## src/rtl/alu_unit.sv

```systemverilog
// 4-bit registered ALU. Operands are captured when in_valid is high. The result and
// the carry/zero flags are registered and appear on the following edge, with a
// one-cycle out_valid pulse.
module alu_unit (
  input  logic       clk,
  input  logic       rst_n,
  input  logic       in_valid,
  input  logic [3:0] A,
  input  logic [3:0] B,
  input  logic [3:0] opcode,
  output logic [3:0] result,
  output logic       carry_flag,
  output logic       zero_flag,
  output logic       out_valid
);

  typedef enum logic [3:0] {
    OpAdd  = 4'b0000,
    OpSub  = 4'b0001,
    OpAnd  = 4'b0010,
    OpOr   = 4'b0011,
    OpNot  = 4'b0100,
    OpMul  = 4'b0101,
    OpDiv  = 4'b0110,
    OpXor  = 4'b0111,
    OpLsl  = 4'b1000,
    OpLsr  = 4'b1001,
    OpAsr  = 4'b1010,
    OpRol  = 4'b1011,
    OpRor  = 4'b1100,
    OpRes0 = 4'b1101,
    OpRes1 = 4'b1110,
    OpPass = 4'b1111
  } op_e;

  logic [4:0] w_sum;
  logic [4:0] w_diff;
  logic [7:0] w_prod;
  logic [3:0] w_div_b;
  logic [3:0] w_quot;
  logic [3:0] w_res;
  logic       w_carry;
  op_e        w_op;

  logic [3:0] r_result;
  logic       r_carry;
  logic       r_zero;
  logic       r_valid;

  // Shared arithmetic terms. The divisor is forced to 1 when B is zero so the
  // quotient is always a defined value; the DIV case then overrides it.
  always_comb begin
    w_sum   = {1'b0, A} + {1'b0, B};
    w_diff  = {1'b0, A} - {1'b0, B};
    w_prod  = {4'b0000, A} * {4'b0000, B};
    w_div_b = (B == 4'd0) ? 4'd1 : B;
    w_quot  = A / w_div_b;
    w_op    = op_e'(opcode);
  end

  // Decode the opcode into the next result and carry.
  always_comb begin
    w_res   = 4'd0;
    w_carry = 1'b0;
    unique case (w_op)
      OpAdd: begin
        w_res   = w_sum[3:0];
        w_carry = w_sum[4];
      end
      OpSub: begin
        w_res   = w_diff[3:0];
        w_carry = (A < B);
      end
      OpAnd: w_res = A & B;
      OpOr:  w_res = A | B;
      OpNot: w_res = ~A;
      OpMul: begin
        w_res   = w_prod[3:0];
        w_carry = (w_prod[7:4] != 4'd0);
      end
      OpDiv: begin
        w_res   = (B == 4'd0) ? 4'd0 : w_quot;
        w_carry = (B == 4'd0);
      end
      OpXor: w_res = A ^ B;
      OpLsl: begin
        w_res   = {A[2:0], 1'b0};
        w_carry = A[3];
      end
      OpLsr: begin
        w_res   = {1'b0, A[3:1]};
        w_carry = A[0];
      end
      OpAsr: begin
        w_res   = {A[3], A[3:1]};
        w_carry = A[0];
      end
      OpRol: begin
        w_res   = {A[2:0], A[3]};
        w_carry = A[3];
      end
      OpRor: begin
        w_res   = {A[0], A[3:1]};
        w_carry = A[0];
      end
      OpRes0, OpRes1: begin
        w_res   = 4'd0;
        w_carry = 1'b0;
      end
      OpPass: w_res = A;
      default: begin
        w_res   = 4'd0;
        w_carry = 1'b0;
      end
    endcase
  end

  // Output registers: load on a valid strobe and hold otherwise. out_valid pulses.
  always_ff @(posedge clk or negedge rst_n) begin
    if (!rst_n) begin
      r_result <= 4'd0;
      r_carry  <= 1'b0;
      r_zero   <= 1'b0;
      r_valid  <= 1'b0;
    end else begin
      r_valid <= in_valid;
      if (in_valid) begin
        r_result <= w_res;
        r_carry  <= w_carry;
        r_zero   <= (w_res == 4'd0);
      end
    end
  end

  assign result     = r_result;
  assign carry_flag = r_carry;
  assign zero_flag  = r_zero;
  assign out_valid  = r_valid;

endmodule

```

## config.mk

```make
export PLATFORM = sky130hd
export DESIGN_NAME = alu_unit
export DESIGN_NICKNAME = d
export VERILOG_FILES = /design/src/rtl/alu_unit.sv
export SDC_FILE = /design/constraint.sdc
export NUM_CORES = 1
export LEC_CHECK = 0
export BUFFER_PORTS_ARGS = -buffer_cell sky130_fd_sc_hd__buf_2
export CORE_AREA = 2 2 70 72
export CTS_CLUSTER_DIAMETER = 30
export DETAILED_ROUTE_END_ITERATION = 12
export DIE_AREA = 0 0 72 74
export HOLD_SLACK_MARGIN = 0.15
export SYNTH_ARGS = -nofsm -noshare
export SYNTH_HDL_FRONTEND = slang
export SYNTH_SLANG_ARGS = --single-unit
```

## constraint.sdc

```tcl
create_clock -name clk -period 2.35 [get_ports clk]
set_clock_uncertainty 0.15 [all_clocks]
set_input_delay 0.47 -clock clk [delete_from_list [all_inputs] [get_ports clk]]
set_output_delay 0.47 -clock clk [all_outputs]
set_load 0.02 [all_outputs]
```

; ---- Word level (Yosys, flattened, before mapping)
; Index checks and enable logic that the tools add are counted.
[word_totals]
output_inout_bits = 7
regBits = 7
word_cells = 39
in_bits = 15
[op_classes]
magnitude_cmp = 1
div_mod_pow = 1
eq_ne = 15
n_reduce_logical = 7
add_sub_neg = 2
mul = 1
bitwise = 4
muxes = 4
[op_table]
columns = operator, n
row1 = case mux 4 bit (15 select lines), 1
row2 = == test 4 bit (second input constant), 8
row3 = == test 4 x 3 -> 1 bit (second input constant), 4
row4 = zero test 4 bit, 3
row5 = == test 4 x 2 -> 1 bit (second input constant), 2
row6 = multiplier 4 x 4 -> 8 bit, 1
row7 = 2-to-1 mux 4 bit, 2
row8 = case mux 1 bit (6 select lines), 1
row9 = adder 4 x 4 -> 5 bit, 1
row10 = bitwise AND 4 bit, 1
row11 = divider 4 x 4 -> 4 bit, 1
row12 = == test 4 x 1 -> 1 bit (second input constant), 1
row13 = < comparator 4 bit, 1
row14 = NOT 4 bit, 1
row15 = bitwise OR 4 bit, 1
row16 = nonzero test 4 bit, 1
row17 = OR reduction 2 bit, 2
row18 = subtractor 4 bit, 1
row19 = XOR 4 bit, 1
row20 = OR reduction 3 bit, 1

; ---- Depth between registers and ports, before layout
; Gate-level depths: netlist of run 1.
[logic_depth]
ltp_word = 6
mapped_depth = 19
ltp_nobuf = 19

; ---- Worst setup path after synthesis of run 1
; OpenSTA, ideal clock, no wires.
[synth_timing]
path_kind = in2reg
from = input B[3]
to = register r_result[0], in the netlist result[0]
arrival_time_ns = 4.052
setup_slack_ns = -1.976
cell_stages = 17
cell_sequence = nor3_2 nor2_1 ha_1 nor2_1 a2111oi_1 nand2_1 xnor2_1 ha_1 and3b_1 a21oi_2 nor3_2 mux2_2 ha_1 a211o_1 o211ai_1 a31oi_1 mux2_2
[synth_between]
elab_chain_cells = 5
[synth_lines]
columns = element, line
row1 = "start, declared", 9  ; input logic [3:0] B,
row2 = zero test 4 bit, "56, 82"
row3 = 2-to-1 mux 4 bit, 56  ; w_div_b = (B == 4'd0) ? 4'd1 : B;
row4 = divider 4 x 4 -> 4 bit, 57  ; w_quot = A / w_div_b;
row5 = 2-to-1 mux 4 bit *, 82  ; w_res = (B == 4'd0) ? 4'd0 : w_quot;
row6 = case mux 4 bit (15 select lines) *, 65  ; unique case (w_op)
row7 = "end signal, assigned", 128  ; r_result <= w_res;
row8 = "end, declared", 45  ; logic [3:0] r_result;
; Mark *: on every way between the ends. The rest lies on a longest branch, timed or not.
; A chain may end at the register's enable or synchronous reset.

; ---- Final worst setup path of run 1
[layout_timing]
from = input B[2]
to = register r_result[0], in the netlist result[0]
; Same word-level chain as after synthesis.

==> results of run 1 <==
state kept, by name, indices dropped and copies added, names as in the netlist:
register	cells
zero_flag	1
carry_flag	1
result	4
out_valid	1
routing by layer:
metal	vias to the layer above	GRT usage	wire [um]
li1	1104	-	-
met2	81	0.432	3140
met4	0	0.0671	177
met1	1051	0.313	2860
met5	-	0	0
met3	17	0.0285	296
metrics by stage:
step | setup WS (ps) | TNS [ps] | hold slack, ps
5_1_grt | -2000 | -7310 | 332
4_1_cts | -1770 | -6550 | 327
3_3_place_gp | -1910 | -7900 | 158
3_5_place_dp | -2140 | -8610 | 159
6_report | -1770 | -6400 | 327
2_1_floorplan | -1670 | -5440 | 24.4
how the worst min path moves through the flow:
stage,cells past startpoint,to,from,slack [ps]
2_1_floorplan,0,carry_flag$_DFFE_PN0P_,rst_n,20
3_3_place_gp,1,out_valid$_DFF_PN0_,rst_n,160
3_5_place_dp,1,out_valid$_DFF_PN0_,rst_n,160
4_1_cts,1,out_valid$_DFF_PN0_,in_valid,330
5_1_grt,1,out_valid$_DFF_PN0_,in_valid,330
6_report,1,out_valid$_DFF_PN0_,in_valid,330
cell type report:
class / count / area share
multi-input cells: 206 / 0.612
repair buffers: 102 / 0.260
flip-flops and latches: 7 / 0.0587
inverters: 25 / 0.0314
well taps: 54 / 0.0226
clock buffers: 4 / 0.0151
power by group:
part | switching, mW | internal (mW)
clock | 0.0550 | 0.118
sequential | 0.00892 | 0.137
combinational | 0.337 | 0.343
total | 0.401 | 0.598
cells in the final DEF (no fill, tap or decap), types with 5 or more instances in the layout:
master     n
fa_1       5
nand2b_1   6
buf_4     72
inv_1     23
ha_4       5
ha_1      26
buf_6      8
a31oi_1    6
xnor2_1    6
buf_2     18
o21ai_0    6
nand2_1   13
nor2_1    25
xor2_1     5
nor3_1     5
dfrtp_1    7
a21oi_1    7
cells in the mapped netlist, types with 4 or more instances:
cell	instances	area [sq um]
buf_2	12	60.1
dfrtp_1	7	175
nor3_1	5	25.0
nor2_1	28	105
nor2b_1	4	25.0
inv_1	24	90.1
nand3_1	4	20.0
o21ai_0	8	40.0
a21oi_1	9	45.0
a31oi_1	7	43.8
xnor2_1	7	61.3
mux2_2	5	56.3
nand4_1	4	25.0
a21o_1	4	30.0
ha_1	32	400
nand2_1	15	56.3
xor2_1	5	43.8
o2111ai_1	4	35.0
fa_1	6	120
nand2b_1	6	37.5
cell families (layout without fill, tap and decap cells):
family          after synthesis  count (layout)  share of synthesized area
compound gates               67              67                      0.253
mux                           6               6                     0.0335
simple gates                 83              83                      0.226
buf+inv                      38             131                     0.0834
xor+xnor                     12              12                     0.0531
flops                         7               7                     0.0884
fa+ha+maj                    38              38                      0.263
timing repair:
action	CTS	global route
setup endpoints to repair	6	6
hold buffers	1	0
buffers inserted	9	5
pin swaps	15	14
hold endpoints to repair	7	0
gates resized for setup	25	16
critical path, stage by stage:
cell and delay, ps:
buf_6 100, nor3_4 200, nor2_2 70, ha_1 310, nor2_2 50, a2111oi_4 240, nand2_1 150, xnor2_2 170
ha_1 320, and3b_2 210, a21oi_2 70, nor3_4 270, nor2_1 70, a21oi_1 150, ha_1 250, a21o_1 160
a211o_1 250, o211ai_1 130, a31oi_2 170, mux2_4 270
==> impl_results.md, run 1 <==
- CP Max Fanout: 5
- Crit path to: result[0]$_DFFE_PN0P_
- Die ar.: 5330 sq um
- Vias in the first global route: 2,206
- CTS Root Cell: clkbuf_8
- Design Area, Final: 2990 sq um
- Grt ovf: 0
- Setup slack after layout: -1770 ps
- Routed wire per std cell: roughly 16 um
- Via count: ~2,300
- Actual slew at the worst max-slew pin: approximately 420 ps
- Initial antenna violation count: 0
- Power Density: 335 nW/um^2
- Max-slew violations: 0
- Leakage power: 1.47 nW
- WP data required: 2310 ps
- Fillers: approximately 380
- ANT cells: 0
- H-tree levels: 1
- Failing checks: negative setup slack
- Final cell count without fillers: about 400
- Final period utilization: 1.75
- Area Growth Syn to Fin: 50.7%
- Core area: between 4000 and 5000 sq um
- Status: finished with violations
- Finish-stage setup viols: 6
- DRT antenna net count: 0
- Post-synthesis net count: approximately 300
- Footprint of the multi-input gates: 1830 sq um
- Syn Area/Cell: 7.89 sq um
- Storage element area: 175 sq um
- # clock sinks: 7
- IO Pins: 22
- EDFF count, synth: 0
- Final HPWL DP: 4.95 mm
- Area after DPL: ~2600 sq um
- Sequential area share after synthesis: 0.0884
- R2R depth: 1
- Asr flop ratio synth: 1.00
- Utilization after layout: 0.649
- Reg2Reg Setup Slack: between 1000 and 1500 ps
- Distinct cells, synth: 58
- Worst r2r src: result[0]$_DFFE_PN0P_
- Die W: 72 um
- Largest net degree at the start of global routing: 17
- Clk_lat worst skew: 230 ps
- Mapped Cells: 251
- Crit path launch: B[2]
- GPL Wtd Cong: 0.872
- Post-Route WL: 6.47 mm
- Setup crit end kind: register
- Clock Path Buffers: 2
- CP Class: in -> reg
- Initial drt markers: 148
- Clock transition at path regs: 40 ps
- HP Class: in -> reg
- Nets: 398
- Global-route wire length before repair: 10.3 mm
- WP data arrival: around 4000 ps
- Die H: 74 um
- Maximum operating frequency: 0.243 GHz
- TritonCTS buffer count: 3
- Drt via density: 5.66
- Fin crit period: 4120 ps
- Placed insts: 380
- PortBufs: 21
- Share of cells above drive strength 1: 0.419
- Worst vdd ir: 0.256 mV
- Warnings from Yosys: 0
- R2r endpoint: result[0]$_DFFE_PN0P_
- Std cell rows: 25
- Startpoint types: input pin
- Tot Pwr: 0.999 mW
- RSZ-0062 raised after global routing: yes
- # DRC: 0
- Flops & latches, synth: 7
- Starting Density: 0.431
- Slew margin rel.: 0.714
- Drt pass-1 iters: 4
- CTS tree: yes
- Max-cap violation count: 0
- Total track usage: 0.243
- Hold Fails Final Rpt: 0
- Mapped Area: 1980 sq um
- Most used DFF post-synth: dfrtp_1
(Power assumes the default switching activity.)
==> run 2: changes to the inputs <==
Settings changed: CELL_PAD_IN_SITES_DETAIL_PLACEMENT set to 1, CELL_PAD_IN_SITES_GLOBAL_PLACEMENT set to 2, CORE_AREA 2 2 70 72 to 2 2 76 78, DIE_AREA 0 0 72 74 to 0 0 78 80, PLACE_DENSITY_LB_ADDON set to 0.1.
==> run 2 against run 1 <==
  * The flow still finishes with violations (negative setup slack)
  * Global-route usage up 0.79 points
  * Critical path depth down 1
  * Clock power about the same
  * Clock-buffer cell count unchanged
  * Maximum frequency down 6.7%
  * Via count up 1.9%
  * Sequential share of layout area down 0.32 points
  * Die area up 17%
==> impl_results.md, run 2 (synthesis gave the netlist of run 1 again) <==
- Status: finished with violations
- Failing checks: negative setup slack
- Setup slack after layout: -2060 ps
- Area after DPL: 2700 sq um
- Hold Fails Final Rpt: 0
- Post-Route Hold Slack: 334 ps
- Total track usage: 0.251
- Share of cells above drive strength 1: 0.446
- R2R depth: 1
- Via count: 2,296
- Global-route wire length before repair: 12.4 mm
- Worst vdd ir: 0.223 mV
- Routed wire per std cell: 19.7 um
- Die ar.: 6240 sq um
- Maximum operating frequency: ~0.23 GHz
- Net Sw Power: approximately 0.45 mW
- Slew margin rel.: 0.634
- Crit path cell chain: buf_8 -> nor3_4 -> nor2_2 -> ha_4 -> nor2_4 -> a2111oi_4 -> nand2_1 -> xnor2_2 -> ha_4 -> and3b_2 -> a21oi_4 -> nor3_4 -> buf_4 -> mux2_4 -> ha_4 -> a211o_1 -> o211ai_1 -> a31oi_1 -> mux2_4
- Core area: roughly 5400 sq um
- Max reg flops: 4
- Nets: between 300 and 400
- Reg2Reg Setup Slack: 1430 ps
- Placed insts: 403
- Initial antenna violation count: 0
- RSZ-0062 raised after global routing: yes
- Post-Route WL: 8.21 mm
- Finish-stage setup viols: 6
- Most common cell after layout, fill and taps aside: buf_4
- Critical Path Stages: 19
- Pint: approximately 0.63 mW
- Largest net degree at the start of global routing: 17
- Final period utilization: 1.88
- IO Pins: 22
- H-tree levels: 1
- DRT antenna net count: 0
- Starting Density: 0.366
- Setup slack at placement: -2120 ps
- Max stage delay on crit path: between 400 and 500 ps
- Final cell count without fillers: 417
- Power Density: between 300 and 400 nW/um^2
- Seq pwr share: 0.135
- TritonCTS buffer count: 3
- Tot Pwr: around 1.1 mW
- WP data required: 2320 ps
- Clock transition at path regs: 40 ps
- Clock power share: 0.160
- Std cell rows: 27
- Switching share of power: 0.418
- Die H: 80 um
- Design Area, Final: 3160 sq um
- Die W: 78 um
- Clk_lat worst skew: around 230 ps
- Fillers: roughly 650
- Drt pass-1 iters: 4
- Leakage power: roughly 1.5 nW
- Max-slew violations: 0
- ANT cells: 0
- Startpoint types: input pin
- Initial drt markers: 80
- WP data arrival: about 4400 ps
- CP Max Fanout: 5
- Drt via density: 5.51
- Most frequent cells in the layout: buf_4 (70), nor2_1 (24), inv_1 (23), ha_1 (22), buf_2 (19)
- CTS Root Cell: clkbuf_8
- Clock Path Buffers: 2
- Setup TNS: -7580 ps
- Utilization after layout: 0.584
- PortBufs: 21
- CTS tree: yes
- Grt ovf: 0
- Setup crit end kind: register
- Fin crit period: ~4400 ps
- # DRC: 0
- Vias in the first global route: 2,445
- # clock sinks: 7
- Hold path depth: 1
- Top delay family on crit path: compound AO/OA/AOI/OAI gates
- GPL Wtd Cong: 0.831
- Area Growth Syn to Fin: 59.4%
- CP most frequent cell: ha_4
- CP Class: in -> reg
- Actual slew at the worst max-slew pin: 544 ps
- Logic pwr share: 0.705
- Final HPWL DP: a little under 6 mm
- Worst Path Buf+Inv: 2
- HP Class: in -> reg
- Crit-path slowest cell: a2111oi_4
- Max-cap violation count: 0
## run 2: power by group through the flow
stage	Sequential (mW)	Clock, mW	Combinational [mW]
final	0.147	0.173	0.763
after global routing	0.148	0.187	0.824
after CTS	0.146	0.179	0.676
after detailed placement	0.147	0	0.612
after global placement	0.147	0	0.596
after floorplan	0.168	0	0.340
## run 2: worst paths after layout
kind,startpoint,endpoint
max reg2reg,result[0]$_DFFE_PN0P_,result[0]$_DFFE_PN0P_
max,B[3],result[0]$_DFFE_PN0P_
min reg2reg,result[1]$_DFFE_PN0P_,result[1]$_DFFE_PN0P_
max in group asynchronous,rst_n,result[1]$_DFFE_PN0P_
min,in_valid,out_valid$_DFF_PN0_
min in group asynchronous,rst_n,result[3]$_DFFE_PN0P_
## run 2: cell type report
type / count / area, sq um / area share
sequential: 7 / 175 / 0.0555
timing repair buffer: 103 / 797 / 0.252
multi-input combinational: 206 / 1950 / 0.619
clock buffer: 4 / 45.0 / 0.0143
tap: 72 / 90.1 / 0.0285
inverter: 25 / 96.3 / 0.0305
## run 2: per-layer routing
layer	GRT usage	wire, um	up-vias
met5	0	0	-
met4	0.0561	138	0
met3	0.0238	266	15
met2	0.460	4350	44
met1	0.317	3460	1136
li1	-	-	1101
## run 2: timing repair
| item | 4_1_cts | 5_1_grt |
|---|---|---|
| pin swaps | 20 | 30 |
| buffers inserted | 4 | 7 |
| hold buffers | 1 | 0 |
| hold endpoints to repair | 7 | 0 |
| resized for setup | 28 | 34 |
| gates cloned | 0 | 0 |
| endpoints found under the setup margin | 6 | 6 |
